$ cat config.mk
export PLATFORM = sky130hd
export DESIGN_NAME = inst_fetch_unit
export DESIGN_NICKNAME = d
export VERILOG_FILES = /design/src/rtl/ifu_pkg.sv /design/src/rtl/fetch_queue.sv /design/src/rtl/inst_fetch_unit.sv
export SDC_FILE = /design/constraint.sdc
export NUM_CORES = 1
export LEC_CHECK = 0
export BUFFER_PORTS_ARGS = -buffer_cell sky130_fd_sc_hd__buf_4
export CAP_MARGIN = 25
export CORE_ASPECT_RATIO = 1.4
export CORE_MARGIN = 1.5
export CORE_UTILIZATION = 50
export DETAILED_ROUTE_END_ITERATION = 8
export MAX_ROUTING_LAYER = met4
export PLACE_DENSITY = 0.75
export SYNTH_ARGS = -nofsm -noshare
export SYNTH_HDL_FRONTEND = slang
export SYNTH_HIERARCHICAL = 1
export SYNTH_SLANG_ARGS = --single-unit
$ cat constraint.sdc
create_clock -name clk -period 4.9 [get_ports clk]
set_input_delay 0.98 -clock clk [delete_from_list [all_inputs] [get_ports clk]]
set_output_delay 0.98 -clock clk [all_outputs]
set_load 0.05 [all_outputs]
$ cat src/rtl/ifu_pkg.sv
// Shared types and constants for the instruction fetch unit and its prefetch queue.
package ifu_pkg;

  localparam int INST_WIDTH = 32;
  localparam int ADDR_WIDTH = 32;

  // Fetch advances one 32-bit word at a time.
  localparam logic [ADDR_WIDTH-1:0] PC_STEP   = 32'd4;
  localparam logic [INST_WIDTH-1:0] INST_ZERO = '0;

  // One prefetch queue slot: fetch address, instruction word, and fault tag.
  typedef struct packed {
    logic [ADDR_WIDTH-1:0] pc;
    logic [INST_WIDTH-1:0] inst;
    logic                  fault;
  } fetch_entry_t;

  localparam int ENTRY_WIDTH = $bits(fetch_entry_t);

  // Build a queue entry from a combinational ROM response. An inaccessible
  // address never leaks ROM data: the word is forced to zero and tagged.
  function automatic fetch_entry_t make_entry(
    input logic [ADDR_WIDTH-1:0] pc,
    input logic [INST_WIDTH-1:0] data,
    input logic                  accessable
  );
    fetch_entry_t e;
    e.pc    = pc;
    e.inst  = accessable ? data : INST_ZERO;
    e.fault = ~accessable;
    return e;
  endfunction

endpackage

$ cat src/rtl/fetch_queue.sv
// Synchronous prefetch FIFO of fetch entries. Flush empties the queue and
// overrides any push or pop issued in the same cycle. Head data is read
// straight from storage so the consumer sees registered values.
module fetch_queue
  import ifu_pkg::*;
#(
  parameter int DEPTH = 4
) (
  input  logic         clk,
  input  logic         reset,
  input  logic         i_push,
  input  logic         i_pop,
  input  logic         i_flush,
  input  fetch_entry_t i_wdata,
  output fetch_entry_t o_rdata,
  output logic         o_full,
  output logic         o_empty
);

  localparam int PTR_W = (DEPTH > 1) ? $clog2(DEPTH) : 1;
  localparam int CNT_W = PTR_W + 1;
  localparam logic [PTR_W-1:0] PTR_ONE   = PTR_W'(1);
  localparam logic [CNT_W-1:0] CNT_ONE   = CNT_W'(1);
  localparam logic [CNT_W-1:0] CNT_DEPTH = CNT_W'(DEPTH);

  fetch_entry_t     r_mem [DEPTH];
  logic [PTR_W-1:0] r_wr_ptr;
  logic [PTR_W-1:0] r_rd_ptr;
  logic [CNT_W-1:0] r_count;

  logic w_full;
  logic w_empty;
  logic w_do_push;
  logic w_do_pop;

  // Full/empty come from the registered count, so a pop never frees a slot
  // for a push in the same cycle.
  always_comb begin
    w_full    = (r_count == CNT_DEPTH);
    w_empty   = (r_count == '0);
    w_do_push = i_push & ~w_full & ~i_flush;
    w_do_pop  = i_pop & ~w_empty & ~i_flush;
  end

  // Storage write; cleared on reset so head fields are never X.
  always_ff @(posedge clk) begin
    if (reset) begin
      for (int i = 0; i < DEPTH; i++) begin
        r_mem[i] <= '0;
      end
    end else if (w_do_push) begin
      r_mem[r_wr_ptr] <= i_wdata;
    end
  end

  // Pointer and occupancy bookkeeping; DEPTH is a power of two so pointers wrap naturally.
  always_ff @(posedge clk) begin
    if (reset || i_flush) begin
      r_wr_ptr <= '0;
      r_rd_ptr <= '0;
      r_count  <= '0;
    end else begin
      if (w_do_push) begin
        r_wr_ptr <= r_wr_ptr + PTR_ONE;
      end
      if (w_do_pop) begin
        r_rd_ptr <= r_rd_ptr + PTR_ONE;
      end
      case ({w_do_push, w_do_pop})
        2'b10:   r_count <= r_count + CNT_ONE;
        2'b01:   r_count <= r_count - CNT_ONE;
        default: r_count <= r_count;
      endcase
    end
  end

  assign o_rdata = r_mem[r_rd_ptr];
  assign o_full  = w_full;
  assign o_empty = w_empty;

endmodule

$ cat src/rtl/inst_fetch_unit.sv
// Instruction fetch unit: owns the fetch PC, drives the combinational ROM,
// and buffers fetched words (or fault tags) for the decode stage.
//
// Handshake: an entry transfers to the consumer on a rising edge where
// out_valid and out_ready are both 1. out_valid never depends on out_ready.
// A redirect in the same cycle cancels that transfer (the flush wins).
module inst_fetch_unit
  import ifu_pkg::*;
#(
  parameter logic [31:0] RESET_PC = 32'h0000_0000,
  parameter int          DEPTH    = 4
) (
  input  logic        clk,
  input  logic        reset,
  output logic [31:0] rom_addr,
  input  logic [31:0] rom_data,
  input  logic        rom_accessable,
  input  logic        redirect_valid,
  input  logic [31:0] redirect_pc,
  output logic        out_valid,
  output logic [31:0] out_inst,
  output logic [31:0] out_pc,
  output logic        out_fault,
  input  logic        out_ready
);

  logic [ADDR_WIDTH-1:0] r_pc;
  logic                  r_stopped;

  fetch_entry_t w_entry;
  fetch_entry_t w_head;
  logic         w_full;
  logic         w_empty;
  logic         w_push;
  logic         w_pop;

  // Push/pop decisions and the entry captured from the ROM this cycle.
  always_comb begin
    w_entry = make_entry(r_pc, rom_data, rom_accessable);
    w_push  = ~reset & ~redirect_valid & ~r_stopped & ~w_full;
    w_pop   = ~w_empty & out_ready;
  end

  // Fetch PC and stop flag: reset, then redirect, then normal advance/stop on push.
  always_ff @(posedge clk) begin
    if (reset) begin
      r_pc      <= RESET_PC;
      r_stopped <= 1'b0;
    end else if (redirect_valid) begin
      r_pc      <= redirect_pc;
      r_stopped <= 1'b0;
    end else if (w_push) begin
      if (rom_accessable) begin
        r_pc <= r_pc + PC_STEP;
      end else begin
        r_stopped <= 1'b1;
      end
    end
  end

  fetch_queue #(
    .DEPTH (DEPTH)
  ) u_fetch_queue (
    .clk     (clk),
    .reset   (reset),
    .i_push  (w_push),
    .i_pop   (w_pop),
    .i_flush (redirect_valid),
    .i_wdata (w_entry),
    .o_rdata (w_head),
    .o_full  (w_full),
    .o_empty (w_empty)
  );

  assign rom_addr  = r_pc;
  assign out_valid = ~w_empty;
  assign out_inst  = w_head.inst;
  assign out_pc    = w_head.pc;
  assign out_fault = w_head.fault;

endmodule

==> Yosys cells after proc, flatten, opt, wreduce, memory -nomap -nowiden <==
Memory sizes are Yosys's and may differ from the RTL's. A register that Yosys moved wholly into a read port is not among the register bits.
Index checks and enable logic that the tools add are counted.
{ "totals": {"mem_bits_rw": 260, "reg_bits": 40, "memories": 1, "in_bits": 69, "word_cells": 52, "out_inout_bits": 98} }
{ "op_classes": {"reduce_logical": 9, "eq_ne": 3, "bitwise": 14, "n_mux": 15, "n_addsub": 5} }
{ "memory_table": {"columns": ["memory", "depth", "width", "rd", "rd_clocked_by_memory_dff", "write_ports", "line", "source"], "rows": [
  ["u_fetch_queue.r_mem", 4, 65, 1, 1, 4, "fetch_queue.sv:26", "fetch_entry_t r_mem [DEPTH];"]
]} }
{ "op_table": {"columns": ["cell", "count"], "rows": [
  ["32-bit two-way mux", 4],
  ["65-bit two-way mux", 1],
  ["65-bit OR reduction", 1],
  ["32-bit by 3-bit adder with 32-bit output, second input constant", 1],
  ["1-bit AND", 8],
  ["1-bit two-way mux", 6],
  ["2-bit two-way mux", 3],
  ["1-bit NOT", 6],
  ["3-bit one-hot mux with 2 select lines", 1],
  ["2-bit nonzero test", 3],
  ["2-bit by 1-bit adder with 2-bit output, second input constant", 2],
  ["2-bit AND reduction", 2],
  ["3-bit by 1-bit adder with 3-bit output, second input constant", 1],
  ["3-bit equality test, second input constant", 1],
  ["3-bit zero test", 1],
  ["3-bit by 1-bit subtractor with 3-bit output, second input constant", 1],
  ["2-bit by 1-bit equality test with 1-bit output, second input constant", 1],
  ["2-bit equality test, second input constant", 1],
  ["2-bit OR reduction", 1],
  ["1-bit logical OR", 1]
]} }

==> Logic depth before layout (Yosys ltp) <==
Gate-level depths: netlist (run 1).
{ "depth": {"ltp_word": 11, "ltp_mapped": 13, "depth_no_buf": 13} }

==> Modules after synthesis <==
The synthesis (run 1) kept the hierarchy.
{ "modules_own_cells": {"columns": ["module", "cells_each", "n_inst", "area_each_um2"], "rows": [
  ["fetch_queue", 703, 1, 11715.0],
  ["inst_fetch_unit", 303, 1, 2324.7]
]} }

==> Worst setup path after synthesis (run 1) <==
No wires, ideal clock.
{ "synth_timing": {"path_type": "input-to-reg", "start": "input reset", "end": "memory u_fetch_queue/r_mem[1][0] in the netlist's numbering (enable)", "t_required_ns": 4.466, "arrival_time_ns": 3.477, "stages": 6, "slack_ns": 0.989, "cell_sequence": "buf_6 -> or4_4 -> inv_1 -> nor2b_1 -> nand3_1 -> nand2b_1"} }
{ "synth_lines": {"columns": ["item", "line", "source"], "rows": [
  ["from (decl)", "inst_fetch_unit.sv:14", "input logic reset,"],
  ["to (decl)", "fetch_queue.sv:26", null]
]} }

==> summary.md, run 1 <==
| Metric | Value |
|---|---|
| Die area | 29110 µm² |
| Reg-to-reg critical path endpoint | u_fetch_queue/r_mem[3][41] |
| Post-synth top area share | 55.61% |
| Worst-margin pin slew | 0.9864 ns |
| Hold Path Class | reg -> reg |
| Fin area | 16010 µm² |
| Number of CTS-inserted buffers | 27 |
| First-pass GRT wire length | 48410 µm |
| DRC Markers | 0 |
| Largest area contributor in the netlist | edfxtp_1 |
| Most frequent cell after synthesis | edfxtp_1 |
| Routability cong. | 0.8389 |
| CTS root buf | clkbuf_16 |
| Site Rows | 72 |
| DP Area | 15220 µm² |
| Pin count of the biggest net entering global routing | 261 |
| Synth Warn # | 6 |
| Period utilization | 73.84% |
| Yosys cell types | 52 |
| Final non-filler cell total | 1489 |
| Starting Density | 50.76% |
| Post-route setup TNS | 0 ns |
| Ys flop type | edfxtp_1 |
| Clock latency on the worst-skew pair | 0.53 ns |
| Final Hold Fails | 0 |
| Final setup fails | 0 |
| Vias per cell | 5.772 |
| Post-Synthesis Cell Area | 14040 µm² |
| WHS | 0.5284 ns |
| Clock sink total | 302 |
| GRT Total Usage | 22.47% |
| Setup Skew | 0.009015 ns |
| Number of synthesized flops with an enable pin | 260 |
| Crit Path Max Fanout | 38 |
| Postcts setup bufs | 0 |
| Initial drt markers | 769 |
| Port Buf Inserts | 166 |
| Hold path endpoint | r_stopped |
| Sequential area share after synthesis | 61.60% |
| H-tree depth | 1 |
| Worst vdd ir | 243.9 µV |
| Synth top cells by count | edfxtp_1, and3_1, and2_1 |
| Drt wl/cell | 21.12 µm |
| CP Data Required Time | 3.92 ns |
| Outcome | finished clean |
| Initial DRT Pass Iterations | 5 |
| Fillers | 2200 |
| Synthesis-stage register bit count | 302 |
| Clock transition at path regs | 0.06 ns |
| Rel. slew slack | 34.24% |
| ANT cells | 0 |
| Die H | 201.3 µm |
| Worst reg2reg startpoint | u_fetch_queue/r_count[0] |
| GR Overflow Total | 0 |
| Placed insts | 1440 |
| Vias in the first global route | 8631 |
| CTS resizes | 0 |
| Synth area leaders | edfxtp_1, mux4_2, and3_1 |
| Tot Pwr | 5.307 mW |
| LEAKAGE | 6.630 nW |
| Cells after Synth | 1006 |
| Asr flop ratio synth | 0% |
| Final net count | 1172 |
| PwrDens | 331.4 nW/µm² |
| WHS Path Cells | 1 |
| Io pins | 167 |
| Clock buffer depth | 3 |
| RSZ-0062 raised after global routing | no |
| Max-cap violations | 0 |
| P&R area growth vs syn | 14.05% |
| Critical path class | reg -> out |
| Register-to-register setup slack | 1.65 ns |
| Initial antenna violation count | 0 |
| Max Clk Rate | 0.2764 GHz |
| Final min period | 3.618 ns |
| Share of layout cells above drive strength 1 | 26.45% |
| Syn nets | 1078 |
| Hpwl dp | 18060 µm |
| Core area | 27660 µm² |
| Die Wd | 144.6 µm |
| Hold Path Origin | r_stopped |
| Syn Area/Cell | 13.96 µm² |
| CP Capture Type | output pin |
| Reg2reg path depth | 8 |
| CTS tree | yes |
| Via Count | 8595 |
| WP data arrival | 2.64 ns |
| Routed wire length | 31440 µm |
| Routed Antenna Nets | 0 |
| Hold Buf Count CTS | 0 |
| Final max-slew violation count | 0 |
| CP Launch Type | register |
-- critical path, stage by stage, from the launching register on --
cell	delay [ns]
dfxtp_4	0.86
buf_4	0.44
mux4_2	0.58
buf_4	0.21
-- cell type report --
type	instances	area, µm²	area share (%)
tap	370	462.9	2.891
clock buffer	34	701.9	4.383
sequential	302	8656	54.06
inverter	20	75.07	0.4688
multi-input combinational	573	4707	29.40
clock inverter	14	66.31	0.4141
timing repair buffer	176	1344	8.392
-- layout by cell type, fill, tap and decap left out, types with 7 or more instances in the layout --
cell type and instances:
edfxtp_1 260, and3_1 198, buf_4 173, and2_1 100, mux4_2 65, dfxtp_1 40
nor2_1 29, clkbuf_16 27, a21oi_1 24, inv_1 18, nand2_1 18, nand3_1 17
xor2_1 13, nand4_1 9, o21ai_0 8, xnor2_1 7, mux2i_1 7, o21a_1 7
clkbuf_1 7, clkinv_2 7
-- sequential cells by signal (all words and copies together), names as in the netlist, named ones only --
| signal | cells |
|---|---|
| u_fetch_queue/r_mem | 260 |
| u_fetch_queue/r_count | 3 |
| u_fetch_queue/r_rd_ptr | 2 |
| r_stopped | 1 |
| rom_addr | 32 |
| u_fetch_queue/r_wr_ptr | 2 |
-- metal layers --
| layer | vias to the layer above | GRT usage, % | wire (µm) |
|---|---|---|---|
| li1 | 3956 | - | - |
| met1 | 4317 | 29.26 | 12810 |
| met2 | 281 | 38.00 | 16330 |
| met3 | 41 | 1.975 | 1636 |
| met4 | 0 | 5.844 | 662 |
| met5 | - | - | 0 |
-- metrics by stage --
stage,utilization [%],setup slack [ns]
2_1_floorplan,-,0.9895
3_3_place_gp,55.03,1.101
3_5_place_dp,55.05,1.068
4_1_cts,57.83,1.163
5_1_grt,57.90,1.073
6_report,57.90,1.282
-- logic make-up after synthesis --
kind of cell | count (synthesis) | share of synthesized area (%)
simple gates | 414 | 17.79
flops | 302 | 61.60
buf+inv | 131 | 5.258
mux | 73 | 11.01
compound gates | 63 | 2.781
xor+xnor | 20 | 1.248
fa+ha+maj | 3 | 0.3208
-- worst max path at each step --
stage,startpoint,end,slack (ns),depth (start not counted)
6_report,register,out_inst[19],1.28,3
5_1_grt,register,out_inst[19],1.07,3
4_1_cts,register,out_inst[19],1.16,3
3_5_place_dp,redirect_valid,u_fetch_queue/r_mem[3][41],1.07,7
3_3_place_gp,redirect_valid,u_fetch_queue/r_mem[3][39],1.10,7
2_1_floorplan,reset,u_fetch_queue/r_mem[1][0],0.99,6
-- power breakdown --
part / switching [mW] / internal [mW]
Clock: 0.880 / 1.01
Combinational: 0.311 / 0.157
Sequential: 0.0651 / 2.88
(Power assumes the default switching activity.)
==> run 2, diff against run 1 <==
Settings changed: ABC_AREA from default to 1.
Clock period 4.9 ns to 3.8 ns, I/O delays scaled along.
==> summary.md, run 2 <==
| Metric | Value |
|---|---|
| Pre-CTS setup slack | 0.9151 ns (-0.1526 ns) |
| Post-route setup slack | 0.4159 ns (-0.8661 ns) |
| Hold Path Origin | redirect_pc[1] |
| Final Hold Fails | 0 (unchanged) |
| Commonest non-fill, non-tap cell in the layout | nor2_1 |
| Worst path max stage delay | 0.52 ns (-0.34 ns) |
| Asr flop ratio synth | 0% (unchanged) |
| Crit path cell chain | inv_4 -> buf_4 -> o21ai_0 -> o22ai_1 -> buf_4 |
| Die area | 30170 µm² (+3.7%) |
| Routability cong. | 0.8335 (-0.64%) |
| Share of layout cells above drive strength 1 | 19.76% (-6.7 points) |
| CTS tree | yes |
| Area occupied by multi-input gates | 4648 µm² (-1.2%) |
| Final setup fails | 0 (unchanged) |
| WHS | 0.4591 ns (-0.06930 ns) |
| Hold Buf Count CTS | 0 (unchanged) |
| LEAKAGE | 7.648 nW (+15%) |
| Post-Synthesis Cell Area | 14560 µm² (+3.7%) |
| PwrDens | 436.0 nW/µm² (+32%) |
| Crit Path Max Fanout | 59 (+55%) |
| Tot Pwr | 7.330 mW (+38%) |
| Clock buffer depth | 3 (unchanged) |
| Number of CTS-inserted buffers | 29 (+7.4%) |
| Worst path depth | 5 (+2) |
| CTS resizes | 0 (unchanged) |
| Synth Warn # | 6 (unchanged) |
| Io pins | 167 (unchanged) |
| Clock latency on the worst-skew pair | 0.54 ns (about the same) |
| Routed Antenna Nets | 0 (unchanged) |
| Number of synthesized flops with an enable pin | 260 (unchanged) |
| First-pass GRT wire length | 54500 µm (+13%) |
| Port Buf Inserts | 166 (unchanged) |
| Clock transition at path regs | 0.06 ns (about the same) |
| Final net count | 1710 (+46%) |
| Site Rows | 73 (+1.4%) |
| Most frequent cell after synthesis | nor2_1 |
| CP Capture Type | output pin |
| Synth area leaders | edfxtp_1, nor2_1, dfxtp_1 |
| Register with the most flip-flops | u_fetch_queue/r_mem |
| GR Overflow Total | 0 (unchanged) |
| Core area | 28500 µm² (+3.0%) |
| Via Count | 10690 (+24%) |
| Worst-margin pin slew | 0.9085 ns (-0.07789 ns) |
| Final max-slew violation count | 0 (unchanged) |
| Commonest cells after routing, fill and taps aside | nor2_1, edfxtp_1, nand2_1 |
| Die Wd | 147.2 µm (+1.8%) |
| Post-synth top area share | 53.61% (-2.0 points) |
| CP Data Required Time | 3.04 ns (-0.88 ns) |
| DRC Markers | 0 (unchanged) |
| Critical path class | reg -> out |
| Fin area | 16810 µm² (+5.0%) |
| Max FFs per register | 260 (unchanged) |
| Worst vdd ir | 300.5 µV (+23%) |
| GRT Total Usage | 23.67% (+1.2 points) |
| Hpwl dp | 21730 µm (+20%) |
| Fillers | 2437 (+11%) |
| WHS Path Cells | 3 (+2) |
| Critical path's slowest cell | dfxtp_4 |
| Initial antenna violation count | 0 (unchanged) |
| CTS root buf | clkbuf_16 |
| Setup Skew | 0.01306 ns (+0.004046 ns) |
| Final min period | 3.384 ns |
| Pin count of the biggest net entering global routing | 66 (-75%) |
| CP Buf/Inv Count | 3 (+1) |
| DP Area | 15840 µm² (+4.0%) |
| Period utilization | 89.06% |
| Vias in the first global route | 10600 (+23%) |
| ANT cells | 0 (unchanged) |
| Family with the most delay on the worst path | buffers and inverters |
| Sequential area share after synthesis | 59.39% (-2.2 points) |
| Clock sink total | 302 (unchanged) |
| Routed wire length | 34710 µm (+10%) |
| CP Launch Type | register |
| Die H | 204.9 µm (+1.8%) |
| WP data arrival | 2.62 ns (-0.02 ns) |
| Hold Path Class | in -> reg |
| Rel. slew slack | 39.44% (+5.2 points) |
| H-tree depth | 1 (unchanged) |
| Worst reg2reg startpoint | u_fetch_queue/r_count[0] |
| Starting Density | 51.10% (+0.34 points) |
| Cells after Synth | 1539 (+53%) |
| Reg2reg path depth | 13 (+5) |
| Util after Layout | 59.00% (+1.1 points) |
| Syn Area/Cell | 9.462 µm² (-32%) |
| RSZ-0062 raised after global routing | no |
| Drt wl/cell | 17.06 µm (-19%) |
| Synth top cells by count | nor2_1, edfxtp_1, nand2_1 |
| Outcome | finished clean |
| Max Clk Rate | 0.2955 GHz |
| Ys flop type | edfxtp_1 |
| Synthesis-stage register bit count | 302 (unchanged) |
| Crit-path most repeated cell | buf_4 |
| Vias per cell | 5.253 (-9.0%) |
| Initial drt markers | 625 (-19%) |
| Syn nets | 1611 (+49%) |
| Yosys cell types | 37 (-29%) |
| Flip-flop and latch area | 8653 µm² (about the same) |
| Initial DRT Pass Iterations | 5 (unchanged) |
| P&R area growth vs syn | 15.45% |
| Largest area contributor in the netlist | edfxtp_1 |
| Max-cap violations | 0 (unchanged) |
| Postcts setup bufs | 0 (unchanged) |
-- run 2: metal layers --
layer / global-route usage (%) / part of all wire, % / up-vias
met1: 27.17 / 39 / 5051
met5: - / 0 / -
met2: 43.23 / 53 / 364
li1: - / - / 5214
met3: 2.472 / 5.9 / 60
met4: 7.571 / 2.4 / 0
-- run 2: final cells by class --
| type | instances | area share, % |
|---|---|---|
| Sequential cell | 302 | 51.47 |
| Inverter | 165 | 3.729 |
| Clock inverter | 13 | 0.6772 |
| Tap cell | 375 | 2.791 |
| Multi-Input combinational cell | 953 | 27.65 |
| Clock buffer | 40 | 5.113 |
| Timing Repair Buffer | 187 | 8.573 |
-- run 2: kinds of logic after synthesis --
logic type                 count (synthesis)  share of synthesized area, %
adders and majority gates                  3                        0.3093
xor gates and xnor gates                  11                        0.6616
AOI/OAI and AO/OA                        250                         9.313
DFF                                      302                         59.39
and+or+nand+nor                          689                         21.32
buffers and inverters                    284                         9.004
-- run 2: through the flow --
| stage | cells | TNS (ns) |
|---|---|---|
| floorplan | 1539 | -132.71 |
| global placement | 1982 | 0 |
| detailed placement | 1982 | 0 |
| CTS | 2035 | 0 |
| global route | 2035 | 0 |
| finish | 2035 | 0 |
-- run 2: path summary, 6_finish.rpt --
check | to | slack (ns)
setup / recovery | out_pc[20] | 0.42
hold / removal | rom_addr[1] | 0.46
setup reg to reg | u_fetch_queue/r_mem[0][5] | 1.28
hold reg to reg | r_stopped | 0.49
-- run 2: worst min-delay path: stages --
cell and delay [ns]:
buf_4 0.09, nor2_1 0.04, nor2_1 0.08
-- run 2: where the power goes --
| group | switching [mW] | total (mW) | internal [mW] |
|---|---|---|---|
| logic | 0.455 | 0.645 | 0.190 |
| clock network | 1.18 | 2.88 | 1.71 |
| registers | 0.0807 | 3.80 | 3.72 |
| total | 1.71 | 7.33 | 5.62 |
==> run 3, diff against run 2 <==
Settings changed: CORE_MARGIN 1.5 to 2, CTS_BUF_LIST from default to sky130_fd_sc_hd__clkbuf_4 sky130_fd_sc_hd__clkbuf_8, PLACE_DENSITY 0.75 to 0.78.
Clock period 3.8 ns to 2.7 ns, I/O delays scaled along.
==> summary.md, run 3 (same netlist as run 2, synthesis figures left out) <==
| Metric | Value |
|---|---|
| Die Wd | 148.2 µm (+0.68%) |
| Die H | 205.9 µm (+0.49%) |
| CP Data Required Time | 2.16 ns (-0.88 ns) |
| Outcome | finished clean |
| Pre-CTS setup slack | 0.2360 ns (-0.6791 ns) |
| Clock transition at path regs | 0.07 ns (about the same) |
| Via Count | 11130 (+4.1%) |
| First-pass GRT wire length | 56320 µm (+3.4%) |
| Crit Path Max Fanout | 18 (-69%) |
| Final Hold Fails | 0 (unchanged) |
| Pin count of the biggest net entering global routing | 66 (unchanged) |
| CTS tree | yes |
| Port Buf Inserts | 166 (unchanged) |
| Routed wire length | 36810 µm (+6.1%) |
| Io pins | 167 (unchanged) |
| Vias per cell | 5.370 (+2.2%) |
| H-tree depth | 2 (+1) |
| Gate power share | 9.6% (+0.8 points) |
| Net Sw Frac | 24.59% (+1.3 points) |
| Setup Skew | 0.008086 ns (-0.004975 ns) |
| Sequential Power Share | 54.2% (+2.3 points) |
| Clock buffer depth | 3 (unchanged) |
| Vias in the first global route | 10890 (+2.8%) |
| Number of CTS-inserted buffers | 43 (+48%) |
| LEAKAGE | 7.772 nW (+1.6%) |
| GR Overflow Total | 0 (unchanged) |
| Share of layout cells above drive strength 1 | 21.86% (+2.1 points) |
| Post-route setup slack | 0.1111 ns (-0.3048 ns) |
| Hpwl dp | 22450 µm (+3.3%) |
| WP data arrival | 2.05 ns (-0.57 ns) |
| Final setup fails | 0 (unchanged) |
| Starting Density | 51.10% (unchanged) |
| PwrDens | 579.7 nW/µm² (+33%) |
| Worst-margin pin slew | 0.5802 ns (-0.3283 ns) |
| Final max-slew violation count | 0 (unchanged) |
| Post-route setup TNS | 0 ns (unchanged) |
| Initial drt markers | 827 (+32%) |
| DRC Markers | 0 (unchanged) |
| Commonest non-fill, non-tap cell in the layout | nor2_1 |
| Max FFs per register | 260 (unchanged) |
| Initial DRT Pass Iterations | 5 (unchanged) |
| GRT Total Usage | 24.56% (+0.89 points) |
| Clock sink total | 302 (unchanged) |
| Hold Path Class | in -> reg |
| Die area | 30530 µm² (+1.2%) |
| Period utilization | 95.89% |
| Final net count | 1736 (+1.5%) |
| Routability cong. | 0.9253 (+11%) |
| Worst vdd ir | 276.8 µV (-7.9%) |
| Site Rows | 73 (unchanged) |
| Clock Power Share | 36.3% (-3.0 points) |
| CP Launch Type | register |
| Drt wl/cell | 17.76 µm (+4.1%) |
| Rel. slew slack | 61.32% (+22 points) |
| Core area | 28500 µm² (unchanged) |
| Register with the most flip-flops | u_fetch_queue/r_mem |
| Routed Antenna Nets | 0 (unchanged) |
| Commonest cells after routing, fill and taps aside | nor2_1, edfxtp_1, nand2_1 |
| P&R area growth vs syn | 17.02% |
| Fillers | 2366 (-2.9%) |
| Clock latency on the worst-skew pair | 0.56 ns (+0.02 ns) |
| RSZ-0062 raised after global routing | no |
| P_int | 7.450 mW (+33%) |
| Final min period | 2.589 ns |
| CP Capture Type | output pin |
| NetSw | 2.429 mW (+42%) |
| Initial antenna violation count | 1 (+1) |
| CTS root buf | clkbuf_8 |
| Critical path class | reg -> out |
| Max Clk Rate | 0.3863 GHz |
| Max-cap violations | 0 (unchanged) |
-- run 3: per-layer routing --
metal  share of wire (%)  wire, µm  GRT usage (%)
met1                  38     13850          28.75
met2                  52     19110          42.41
met3                 7.1      2600          3.223
met4                 3.4      1257          11.02
met5                   0         0              -
-- run 3: power by group through the flow --
stage | Combinational (mW) | Sequential, mW | Clock (mW)
finish | 0.947 | 5.35 | 3.58
global route | 1.01 | 5.37 | 3.80
CTS | 0.954 | 5.35 | 3.63
detailed placement | 0.951 | 5.45 | 0
global placement | 0.942 | 5.44 | 0
floorplan | 0.642 | 5.41 | 0
-- run 3: path summary, 6_finish.rpt --
path                                                 from  slack [ns]                   endpoint  cells past startpoint
worst min-delay path                       redirect_pc[0]        0.22                rom_addr[0]                      3
worst max-delay path                             register        0.11                 out_pc[13]                      5
worst max register to register   u_fetch_queue/r_count[0]        0.17  u_fetch_queue/r_mem[0][3]                     13
worst min register to register  u_fetch_queue/r_rd_ptr[1]        0.50                   register                      2
-- run 3: timing repair --
action                                  4_1_cts  5_1_grt
cloned                                        1        0
hold buffers                                  0        0
endpoints found under the setup margin       28        7
gates resized for setup                       6        4
pin swaps                                     0        1
buffers inserted                              1        2
-- run 3: worst max-delay path, cell delays in order (launching register included) --
cell and delay [ns]:
dfxtp_4 0.42, inv_2 0.13, buf_4 0.24, o21ai_0 0.13, o22ai_1 0.29, buf_4 0.27
-- run 3: layout make-up --
cell class | instances | area (µm²) | area share, %
tap | 375 | 469.2 | 2.753
antenna | 1 | 2.502 | 0.01468
timing repair buffer | 199 | 1754 | 10.29
inverter | 165 | 644.4 | 3.781
sequential | 302 | 8656 | 50.79
clock buffer | 71 | 827.0 | 4.853
multi-input combinational | 953 | 4661 | 27.35
clock inverter | 7 | 27.53 | 0.1615
-- run 3: per-stage QoR --
step           power, mW  instances  hold slack, ns  area, µm²  util (%)
2_1_floorplan      6.054       1539          0.4538      14610         -
3_3_place_gp       6.382       1990          0.4720      16070     56.39
3_5_place_dp       6.400       1990          0.4856      16070     56.39
4_1_cts            9.935       2070          0.1863      16990     59.62
5_1_grt            10.18       2073          0.2284      17040     59.80
6_report           9.879       2073          0.2199      17040     59.80
